[src/rtl/opcode_sequencer.sv]
// opcode_sequencer: small writable program memory of 16-bit Datapath control
// words, issued one per cycle (RUN) or one per step pulse (PAUSE).
// Optional build macro SEQ_LOOP_EN: on halt word or end of memory the program
// restarts at word 0 instead of finishing; done is never asserted.
module opcode_sequencer #(
  parameter int unsigned DEPTH     = 16,
  parameter int unsigned AW        = 4,
  parameter logic [15:0] HALT_WORD = 16'h0000
) (
  input  logic          clk,
  input  logic          reset,
  input  logic          start,
  input  logic          step_mode,
  input  logic          step,
  input  logic          load_en,
  input  logic [AW-1:0] load_addr,
  input  logic [15:0]   load_data,
  output logic [15:0]   OPcode,
  output logic [AW-1:0] pc,
  output logic          busy,
  output logic          done
);

  localparam int unsigned OW = 16;

  localparam logic [1:0] S_IDLE  = 2'd0;
  localparam logic [1:0] S_RUN   = 2'd1;
  localparam logic [1:0] S_PAUSE = 2'd2;
  localparam logic [1:0] S_DONE  = 2'd3;

  localparam logic [AW-1:0] LAST_ADDR = AW'(DEPTH - 1);

  logic [OW-1:0] mem [DEPTH];
  logic [1:0]    state;
  logic [1:0]    state_n;
  logic [AW-1:0] pc_n;
  logic [OW-1:0] opcode_n;
  logic [OW-1:0] word;
  logic          issue;
  logic          mem_we;

  // Program memory is writable only while no program is in flight.
  assign mem_we = load_en && ((state == S_IDLE) || (state == S_DONE));
  assign word   = mem[pc];

  // Program memory write port; contents survive reset.
  always_ff @(posedge clk) begin
    if (mem_we) begin
      mem[load_addr] <= load_data;
    end
  end

  // Next-state, next-pc and next-OPcode decode.
  always_comb begin
    state_n  = state;
    pc_n     = pc;
    opcode_n = '0;
    issue    = 1'b0;

    case (state)
      S_IDLE, S_DONE: begin
        if (start) begin
          pc_n    = '0;
          state_n = step_mode ? S_PAUSE : S_RUN;
        end
      end
      S_RUN: begin
        if (start) begin
          pc_n    = '0;
          state_n = S_IDLE;
        end else begin
          issue = 1'b1;
        end
      end
      S_PAUSE: begin
        if (start) begin
          pc_n    = '0;
          state_n = S_IDLE;
        end else if (step) begin
          issue = 1'b1;
        end
      end
      default: begin
        pc_n    = '0;
        state_n = S_IDLE;
      end
    endcase

    // Issue rule shared by free-run cycles and step pulses.
    if (issue) begin
      if (word == HALT_WORD) begin
`ifdef SEQ_LOOP_EN
        pc_n = '0;
`else
        state_n = S_DONE;
`endif
      end else begin
        opcode_n = word;
        if (pc == LAST_ADDR) begin
          pc_n = '0;
`ifndef SEQ_LOOP_EN
          state_n = S_DONE;
`endif
        end else begin
          pc_n = pc + AW'(1);
        end
      end
    end
  end

  // State and registered outputs.
  always_ff @(posedge clk) begin
    if (reset) begin
      state  <= S_IDLE;
      pc     <= '0;
      OPcode <= '0;
      busy   <= 1'b0;
      done   <= 1'b0;
    end else begin
      state  <= state_n;
      pc     <= pc_n;
      OPcode <= opcode_n;
      busy   <= (state_n == S_RUN) || (state_n == S_PAUSE);
      done   <= (state_n == S_DONE);
    end
  end

endmodule
[config.mk]
export PLATFORM = sky130hd
export DESIGN_NAME = opcode_sequencer
export DESIGN_NICKNAME = d
export VERILOG_FILES = /design/src/rtl/opcode_sequencer.sv
export SDC_FILE = /design/constraint.sdc
export NUM_CORES = 1
export LEC_CHECK = 0
export ABC_AREA = 1
export BUFFER_PORTS_ARGS = -buffer_cell sky130_fd_sc_hd__buf_4
export CORE_ASPECT_RATIO = 0.6
export CORE_MARGIN = 2
export CORE_UTILIZATION = 26
export DETAILED_ROUTE_END_ITERATION = 12
export PLACE_DENSITY_LB_ADDON = 0.15
export SYNTH_ARGS = -nofsm -noshare
export SYNTH_HDL_FRONTEND = slang
export SYNTH_SLANG_ARGS = --single-unit
[constraint.sdc]
create_clock -name clk -period 3.1 [get_ports clk]
set_clock_uncertainty 0.15 [all_clocks]
set_input_delay 0.31 -clock clk [delete_from_list [all_inputs] [get_ports clk]]
set_output_delay 0.31 -clock clk [all_outputs]
set_load 0.02 [all_outputs]
Yosys cells after proc, flatten, opt, wreduce, memory -nomap -nowiden
Memory sizes are Yosys's and may differ from the RTL's. A register that Yosys moved wholly into a read port is not among the register bits.
Index checks and enable logic that the tools add are counted.
Widths: inputs -> output; s select.
- $add $sub $neg: 1
- multiply operators: 0
- divide/modulo/power cells: 0
- magnitude comparators: 0
- equality and inequality tests: 7
- shift operators: 0
- mux-type cells: 19
- bitwise gates (word level): 1
- reductions and logical operators: 9
- operators by type and width (kind ; number):
    $mux 4 ; 6
    $logic_not 16->1 ; 1
    $mux 2 ; 6
    $eq 2x2->1 const B ; 4
    $mux 1 ; 5
    $add 4x1->4 const B ; 1
    $eq 2x1->1 const B ; 2
    $eq 4x4->1 const B ; 1
    $pmux 2 s2 ; 1
    $reduce_or 2->1 ; 2
    $reduce_or 4->1 ; 1
    $reduce_or 3->1 ; 1
    $logic_not 2->1 ; 1
    $logic_or 1x1->1 ; 2
    $pmux 1 s2 ; 1
    $logic_and 1x1->1 ; 1
    $not 1->1 ; 1
- register bits: 24
- latch bits: 0
- memory bits (writable): 256
- bits in read-only memories: 0
- input bits: 26
- output and inout bits: 22
- word-level logic and storage cells: 43
- memories kept: 1
- memory list (name ; words ; bits a word ; rd ports ; clocked after memory_dff ; write ports ; line ; RTL):
    mem ; 16 ; 16 ; 1 ; 1 ; 1 ; 33 ; logic [OW-1:0] mem [DEPTH];

Logic depth before layout (Yosys ltp)
Gate-level depths: netlist of run 1.
- word-level depth: 8
- mapped depth: 20
- mapped depth without buffers: 17

Least setup slack after synthesis of run 1
OpenSTA, ideal clock, no wires.
- path type: register -> register
- from: reg pc[1]
- to: reg busy
- setup time: 0.109 ns
- arrival time: 2.166 ns
- required time: 2.841 ns
- path slack: 0.675 ns
- cell stages (with the launch flop): 19
- path buffers: 3
- period minus slack after synthesis: 2.425 ns
- cell sequence: dfxtp_1 > buf_4 > inv_2 > buf_4 > buf_4 > o211ai_1 > nand3_1 > nand3_1 > nand2_1 > nor2_1 > nand2_1 > nor2_2 > nand2_4 > nand2_1 > nand2_2 > nand2_1 > ha_1 > inv_1 > nor2_1
- word-level cells in the longest chain between the ends: 6
- elaborated cells on any way between the ends: 7
- classes of those cells: eq/ne (3); mux (3); reduce/logical (1)
- RTL lines (item ; line ; RTL):
    from (decl) ; 19 ; output logic [AW-1:0] pc,
    from (signal assigned) ; 121 ; pc <= pc_n;
    $eq 4x4->1 (*) ; 99 ; if (pc == LAST_ADDR) begin
    $mux 2 (*) ; 99 ;
    $mux 2 (*) ; 91 ; if (word == HALT_WORD) begin
    $mux 2 (*) ; 90 ; if (issue) begin
    net state_n[0] ; 35 ; logic [1:0] state_n;
    $eq 2x1->1 / $eq 2x2->1 (equally long branches) ; 123 ; busy <= (state_n == S_RUN) || (state_n == S_PAUSE);
    $logic_or 1x1->1 (*) ; 123 ;
    to (signal assigned) ; 123 ;
    to (decl) ; 20 ; output logic busy,
The timed path passes the listed nets; every way through them passes the cells marked *.
A chain may end at the register's enable or synchronous reset.

Final worst setup path of run 1
- from: reg pc[0]
- to: reg busy
The elaborated chain is that of the path after synthesis.

==> results.py, run 1 <==
metrics = {
    "detailed_routing": {
        "postRouteAntennaNets": 0,
        "drt_iter0_drc": 662,
        "drc_errors": 0,
        "routed_via_density": 4.33,
        "routedWlPerCell_um": 19.7,
        "routed_wl_mm": 34.9,
        "vias": 7670,
        "firstDrtPassIters": 5,
    },
    "global_route": {
        "grt-ovfl-total": 0,
        "antenna_found_initial": 0,
        "grt_pass1_vias": 7416,
        "grt_pass1_wl_mm": 51.1,
        "grt.total_usage_pct": 14.9,
        "grt_max_degree": 65,
    },
    "floorplanning": {
        "start_util_pct": 26.3,
        "die-height_um": 169,
        "core-area_um2": 44700,
        "fp-row-count": 60,
        "ios": 48,
        "die_w_um": 278,
        "die_area_um2": 46900,
    },
    "layout": {
        "n_antenna_cell": 0,
        "post-route-util_pct": 31.4,
        "nFillCells": 4582,
        "layout-drive-gt1-share_pct": 13.6,
        "syn_to_final_growth_pct": 19.4,
        "final_cell_area_um2": 14000,
        "nets": 1191,
    },
    "yosys": {
        "synthFlopType": "edfxtp_1",
        "yosys_warnings": 0,
        "yosysTopAreaCellShare_pct": 65.5,
        "synth_edf_count": 256,
        "syn-cell-area_um2": 11700,
        "synth_common_cells": "nand2_1, edfxtp_1, nand3_1",
        "synth-async-reset-ratio_pct": 0,
        "syn_nets": 1112,
        "synth_seq_cells": 280,
        "avgSynthCellArea_um2": 10.8,
        "synth_area_leaders": "edfxtp_1, nand2_1, nand3_1",
        "yosysTopAreaCell": "edfxtp_1",
        "syn_inst": 1082,
        "synth.distinct_cells": 27,
        "yosysMostFrequentCell": "nand2_1",
        "yosysSeqAreaShare_pct": 69.6,
    },
    "worst_hold_path": {
        "min_delay_path_depth": 3,
        "min_to": "mem[15][15]",
        "min_from": "load_addr[2]",
        "hold_class": "in -> reg",
    },
    "setup_path": {
        "r2r_start": "pc[0]",
        "cp_max_fo": 84,
        "crit_type": "reg -> reg",
        "r2r_slack_ns": 0.17,
        "cp.arrival_ns": 3.24,
        "crit_path_end_kind": "flip-flop",
        "rr_worst_depth": 17,
        "r2r_end": "busy",
        "crit_path_start": "pc[0]",
        "crit_required_ns": 3.41,
        "critPathLaunchType": "flip-flop",
    },
    "timing": {
        "drv_slew": 0,
        "tightest_slew_ns": 0.494,
        "grt_setup_unrepaired": "no",
        "finalSetupViolations": 0,
        "finalHoldViolCount": 0,
        "worst_slack_ns": 0.167,
        "slew_headroom_pct": 67.0,
        "fmax_mhz": 341,
        "fin_crit_sh_pct": 94.6,
        "min_period_ns": 2.93,
        "finalSetupTns_ns": 0,
    },
    "clock_network": {
        "htreeDepth": 1,
        "clock_path_buffers": 3,
        "clk_latency_ns": 0.56,
        "cts_tree": "done",
        "cts_root_buffer": "clkbuf_16",
        "numCtsBuffers": 28,
        "path_clk_slew_ns": 0.07,
        "clock_sinks": 280,
    },
    "run": {
        "max-cap-violations": 0,
    },
    "place": {
        "gp_congestion": 0.739,
        "io_buffer_count": 47,
        "place_ws_ns": 0.190,
        "dpl_cell_area_um2": 12900,
        "dpl.hpwl_mm": 20.1,
    },
    "power_and_ir_drop": {
        "ir_drop_mv": 0.367,
        "power_density_nw_per_um2": 563,
        "p_leak_uw": 0.00546,
    },
    "outcome": {
        "outcome": "finished clean",
    },
}
stage by stage:
stage / power [µW] / hold slack (ns) / cells
after CTS: 7980 / 0.169 / 1773
after global placement: 4540 / 0.385 / 1702
after global routing: 8150 / 0.191 / 1772
after floorplan: 4380 / 0.229 / 1082
final: 7890 / 0.181 / 1772
after detailed placement: 4540 / 0.384 / 1702
how the worst max path moves through the flow:
stage                end  slack, ns  cells past startpoint
floorplan           busy       0.67                     18
global placement    busy       0.17                     17
detailed placement  busy       0.19                     17
CTS                 busy       0.18                     17
global route        busy       0.01                     17
finish              busy       0.17                     17
logic make-up after synthesis:
kind of cell | share of synthesized area (%)
AOI/OAI and AO/OA | 2.88
adders and majority gates | 0.427
buffers and inverters | 6.28
xor gates and xnor gates | 0.149
and+or+nand+nor | 20.6
DFF | 69.6
flip-flops by register name (all words and copies together) (netlist names):
name,cells
mem,256
done,1
busy,1
OPcode,16
pc,4
state,2
cells in the final DEF, fill, tap and decap left out, drive strengths merged:
cell type | Yosys | final
inv | 97 | 98
clkinvlp | 0 | 2
dlygate4sd3 | 0 | 19
clkinv | 1 | 11
bufinv | 0 | 2
xor2 | 2 | 2
nand2 | 368 | 368
clkbuf | 8 | 37
dfxtp | 24 | 24
nor2 | 78 | 78
o21ai | 22 | 22
a21oi | 23 | 23
o211ai | 10 | 10
nand3 | 142 | 142
ha | 4 | 4
nor3 | 1 | 1
buf | 46 | 84
edfxtp | 256 | 256
area by class of cell:
| cell class | instances | area (µm²) | share of cell area [%] |
|---|---|---|---|
| sequential | 280 | 8170 | 58.4 |
| clock inverter | 15 | 126 | 0.902 |
| multi-input combinational | 650 | 2870 | 20.5 |
| inverter | 98 | 370 | 2.64 |
| tap | 589 | 737 | 5.26 |
| timing repair buffer | 103 | 958 | 6.84 |
| clock buffer | 37 | 776 | 5.54 |
power by group:
group          internal, µW  switching, µW
sequential             4160           10.7
clock                  1920           1490
combinational          94.0            207
worst max-delay path, cell delays in order (launching register included):
cell and delay, ns:
dfxtp_4 0.37, buf_12 0.35, buf_4 0.27, nand2_1 0.07
nand3_1 0.08, nand3_1 0.08, nand3_1 0.11, nand2_1 0.09
nor2_1 0.25, nand2_1 0.10, nor2_2 0.16, nand2_4 0.11
nand2_1 0.10, nand2_2 0.08, nand2_1 0.09, ha_1 0.22
inv_1 0.05, nor2_1 0.03
timing repair:
action | in CTS | in global routing
hold buffers | 19 | 0
setup endpoints to repair | 0 | 2
hold endpoints to repair | 264 | 0
gates resized for setup | 0 | 1
setup buffers | 0 | 0
per-layer routing:
layer | up-vias | share of wire, % | track usage (%)
met1 | 3709 | 53 | 23.1
met5 | - | 0 | 0
li1 | 3762 | - | -
met3 | 31 | 4.4 | 2.24
met2 | 168 | 42 | 22.1
met4 | 0 | 1.3 | 2.19
Power figures use the tool's default switching activity.
==> run 2, diff against run 1 <==
--- a/config.mk
+++ b/config.mk
@@ -11,7 +11,7 @@
 export CORE_MARGIN = 2
 export CORE_UTILIZATION = 26
 export DETAILED_ROUTE_END_ITERATION = 12
-export PLACE_DENSITY_LB_ADDON = 0.15
+export GPL_TIMING_DRIVEN = 0
 export SYNTH_ARGS = -nofsm -noshare
 export SYNTH_HDL_FRONTEND = slang
 export SYNTH_SLANG_ARGS = --single-unit
==> results.py, run 2 (same netlist as run 1, synthesis figures left out) <==
metrics = {
    "place": {
        "gp_congestion": 0.873,
        "place_ws_ns": -0.0907,
        "dpl_cell_area_um2": 13100,
        "io_buffer_count": 47,
        "dpl.hpwl_mm": 25.4,
    },
    "clock_network": {
        "clk_latency_ns": 0.55,
        "clock_path_buffers": 3,
        "numCtsBuffers": 26,
        "htreeDepth": 1,
        "cts_root_buffer": "clkbuf_16",
        "cts_tree": "done",
        "path_clk_slew_ns": 0.07,
        "clock_sinks": 280,
    },
    "layout": {
        "post-route-util_pct": 31.9,
        "final_cell_area_um2": 14200,
        "final_common_cell": "nand2_1",
        "n_antenna_cell": 0,
        "syn_to_final_growth_pct": 21.5,
        "layout-drive-gt1-share_pct": 15.7,
        "reg_top3": "mem (256), OPcode (16), pc (4)",
        "regMostFlops": "mem",
        "largest_register_ffs": 256,
        "layout_common_cells": "nand2_1, edfxtp_1, nand3_1, inv_1, nor2_1",
        "nets": 1222,
    },
    "timing": {
        "drv_slew": 0,
        "min_period_ns": 2.98,
        "tightest_slew_ns": 0.993,
        "fin_crit_sh_pct": 96.1,
        "worst_slack_ns": 0.122,
        "slew_headroom_pct": 33.8,
        "finalSetupViolations": 0,
        "finalHoldViolCount": 0,
        "fmax_mhz": 336,
        "finalSetupTns_ns": 0,
    },
    "setup_path": {
        "cp_slowest_stage_delay_ns": 0.62,
        "cp_max_fo": 10,
        "crit_family": "buffers and inverters",
        "cp.arrival_ns": 3.29,
        "crit_required_ns": 3.41,
        "path_buf_inv": 3,
        "worstPathCellList": "buf_4 > clkbuf_1 > nand2_1 > nand3_1 > nand3_1 > nand2_1 > nor2_1 > nand2_1 > nor2_2 > nand2_4 > nand3_4 > buf_8 > a21oi_2",
        "crit_top_cell": "nand2_1",
        "crit_path_end_kind": "flip-flop",
        "crit_type": "reg -> reg",
        "slowest_stage": "clkbuf_1",
        "critPathLaunchType": "flip-flop",
    },
    "power_and_ir_drop": {
        "p_sw_share_pct": 21.3,
        "ir_drop_mv": 0.259,
        "p_sw_uw": 1700,
        "power_density_nw_per_um2": 560,
        "comb_power_share_pct": 4.0,
        "p_leak_uw": 0.00560,
        "clkPwrFrac_pct": 43.7,
        "seqPwrFrac_pct": 52.3,
        "internal_power_uw": 6280,
    },
    "floorplanning": {
        "die_w_um": 278,
        "start_util_pct": 26.3,
        "fp-row-count": 60,
        "die_area_um2": 46900,
        "core-area_um2": 44700,
        "ios": 48,
        "die-height_um": 169,
    },
    "global_route": {
        "grt-ovfl-total": 0,
        "grt.total_usage_pct": 15.6,
        "antenna_found_initial": 0,
        "grt_pass1_wl_mm": 52.8,
        "grt_max_degree": 17,
        "grt_pass1_vias": 7719,
    },
    "detailed_routing": {
        "drc_errors": 0,
        "routed_wl_mm": 37.1,
        "vias": 8381,
        "firstDrtPassIters": 5,
        "routed_via_density": 4.65,
        "routedWlPerCell_um": 20.6,
        "drt_iter0_drc": 1247,
        "postRouteAntennaNets": 0,
    },
    "worst_hold_path": {
        "hold_class": "in -> reg",
    },
    "outcome": {
        "outcome": "finished clean",
    },
    "run": {
        "max-cap-violations": 0,
    },
}
## run 2: worst reg2reg max path: stages, from the launching register on
cell and delay [ns]:
dfxtp_1 0.36, buf_4 0.24, clkbuf_1 0.63, nand2_1 0.13, nand3_1 0.09, nand3_1 0.12
nand2_1 0.13, nor2_1 0.06, nand2_1 0.12, nor2_2 0.06, nand2_4 0.13, nand3_4 0.23
buf_8 0.26, a21oi_2 0.19
## run 2: final timing paths
| check | startpoint | end | slack (ns) | cells after the start |
|---|---|---|---|---|
| setup / recovery | pc[1] | OPcode[6] | 0.12 | 13 |
| hold / removal | step_mode | state[0] | 0.03 | 4 |
| setup reg to reg | pc[1] | OPcode[6] | 0.12 | 13 |
| hold reg to reg | state[0] | state[0] | 0.48 | 2 |
## run 2: layout make-up
| type | count | area [µm²] |
|---|---|---|
| clock inverters | 19 | 234 |
| flip-flops and latches | 280 | 8170 |
| well taps | 589 | 737 |
| clock buffers | 29 | 683 |
| multi-input cells | 650 | 2870 |
| plain buffers | 54 | 379 |
| fillers | 4451 | 30400 |
| inverters | 98 | 374 |
| repair buffers | 82 | 801 |
## run 2: repair_timing
item                       in CTS  in global routing
pin swaps                       0                  0
setup endpoints to repair      12                 18
buffers inserted                0                  1
gates cloned                    0                  0
hold endpoints to repair      264                  0
gates resized for setup         3                 12
hold buffers                   19                  0
## run 2: layer usage
layer	share of wire [%]	vias to the layer above	track usage, %
met5	0	-	0
met4	1.8	0	2.91
met3	12	50	4.72
met2	41	435	22.3
met1	45	4074	23.3
li1	-	3822	-
## run 2: per-stage QoR
step	instances	total power (µW)	hold WS (ns)
5_1_grt	1801	8170	0.0284
4_1_cts	1800	8010	0.00870
3_3_place_gp	1718	4530	0.374
2_1_floorplan	1082	4380	0.229
6_report	1801	7980	0.0311
3_5_place_dp	1733	4550	0.373
## run 2: power groups by stage
stage / Combinational (µW) / Clock (µW) / Sequential, µW
after global placement: 269 / 0 / 4260
after CTS: 315 / 3520 / 4170
final: 320 / 3480 / 4170
after detailed placement: 293 / 0 / 4260
after global routing: 347 / 3650 / 4170
after floorplan: 120 / 0 / 4260
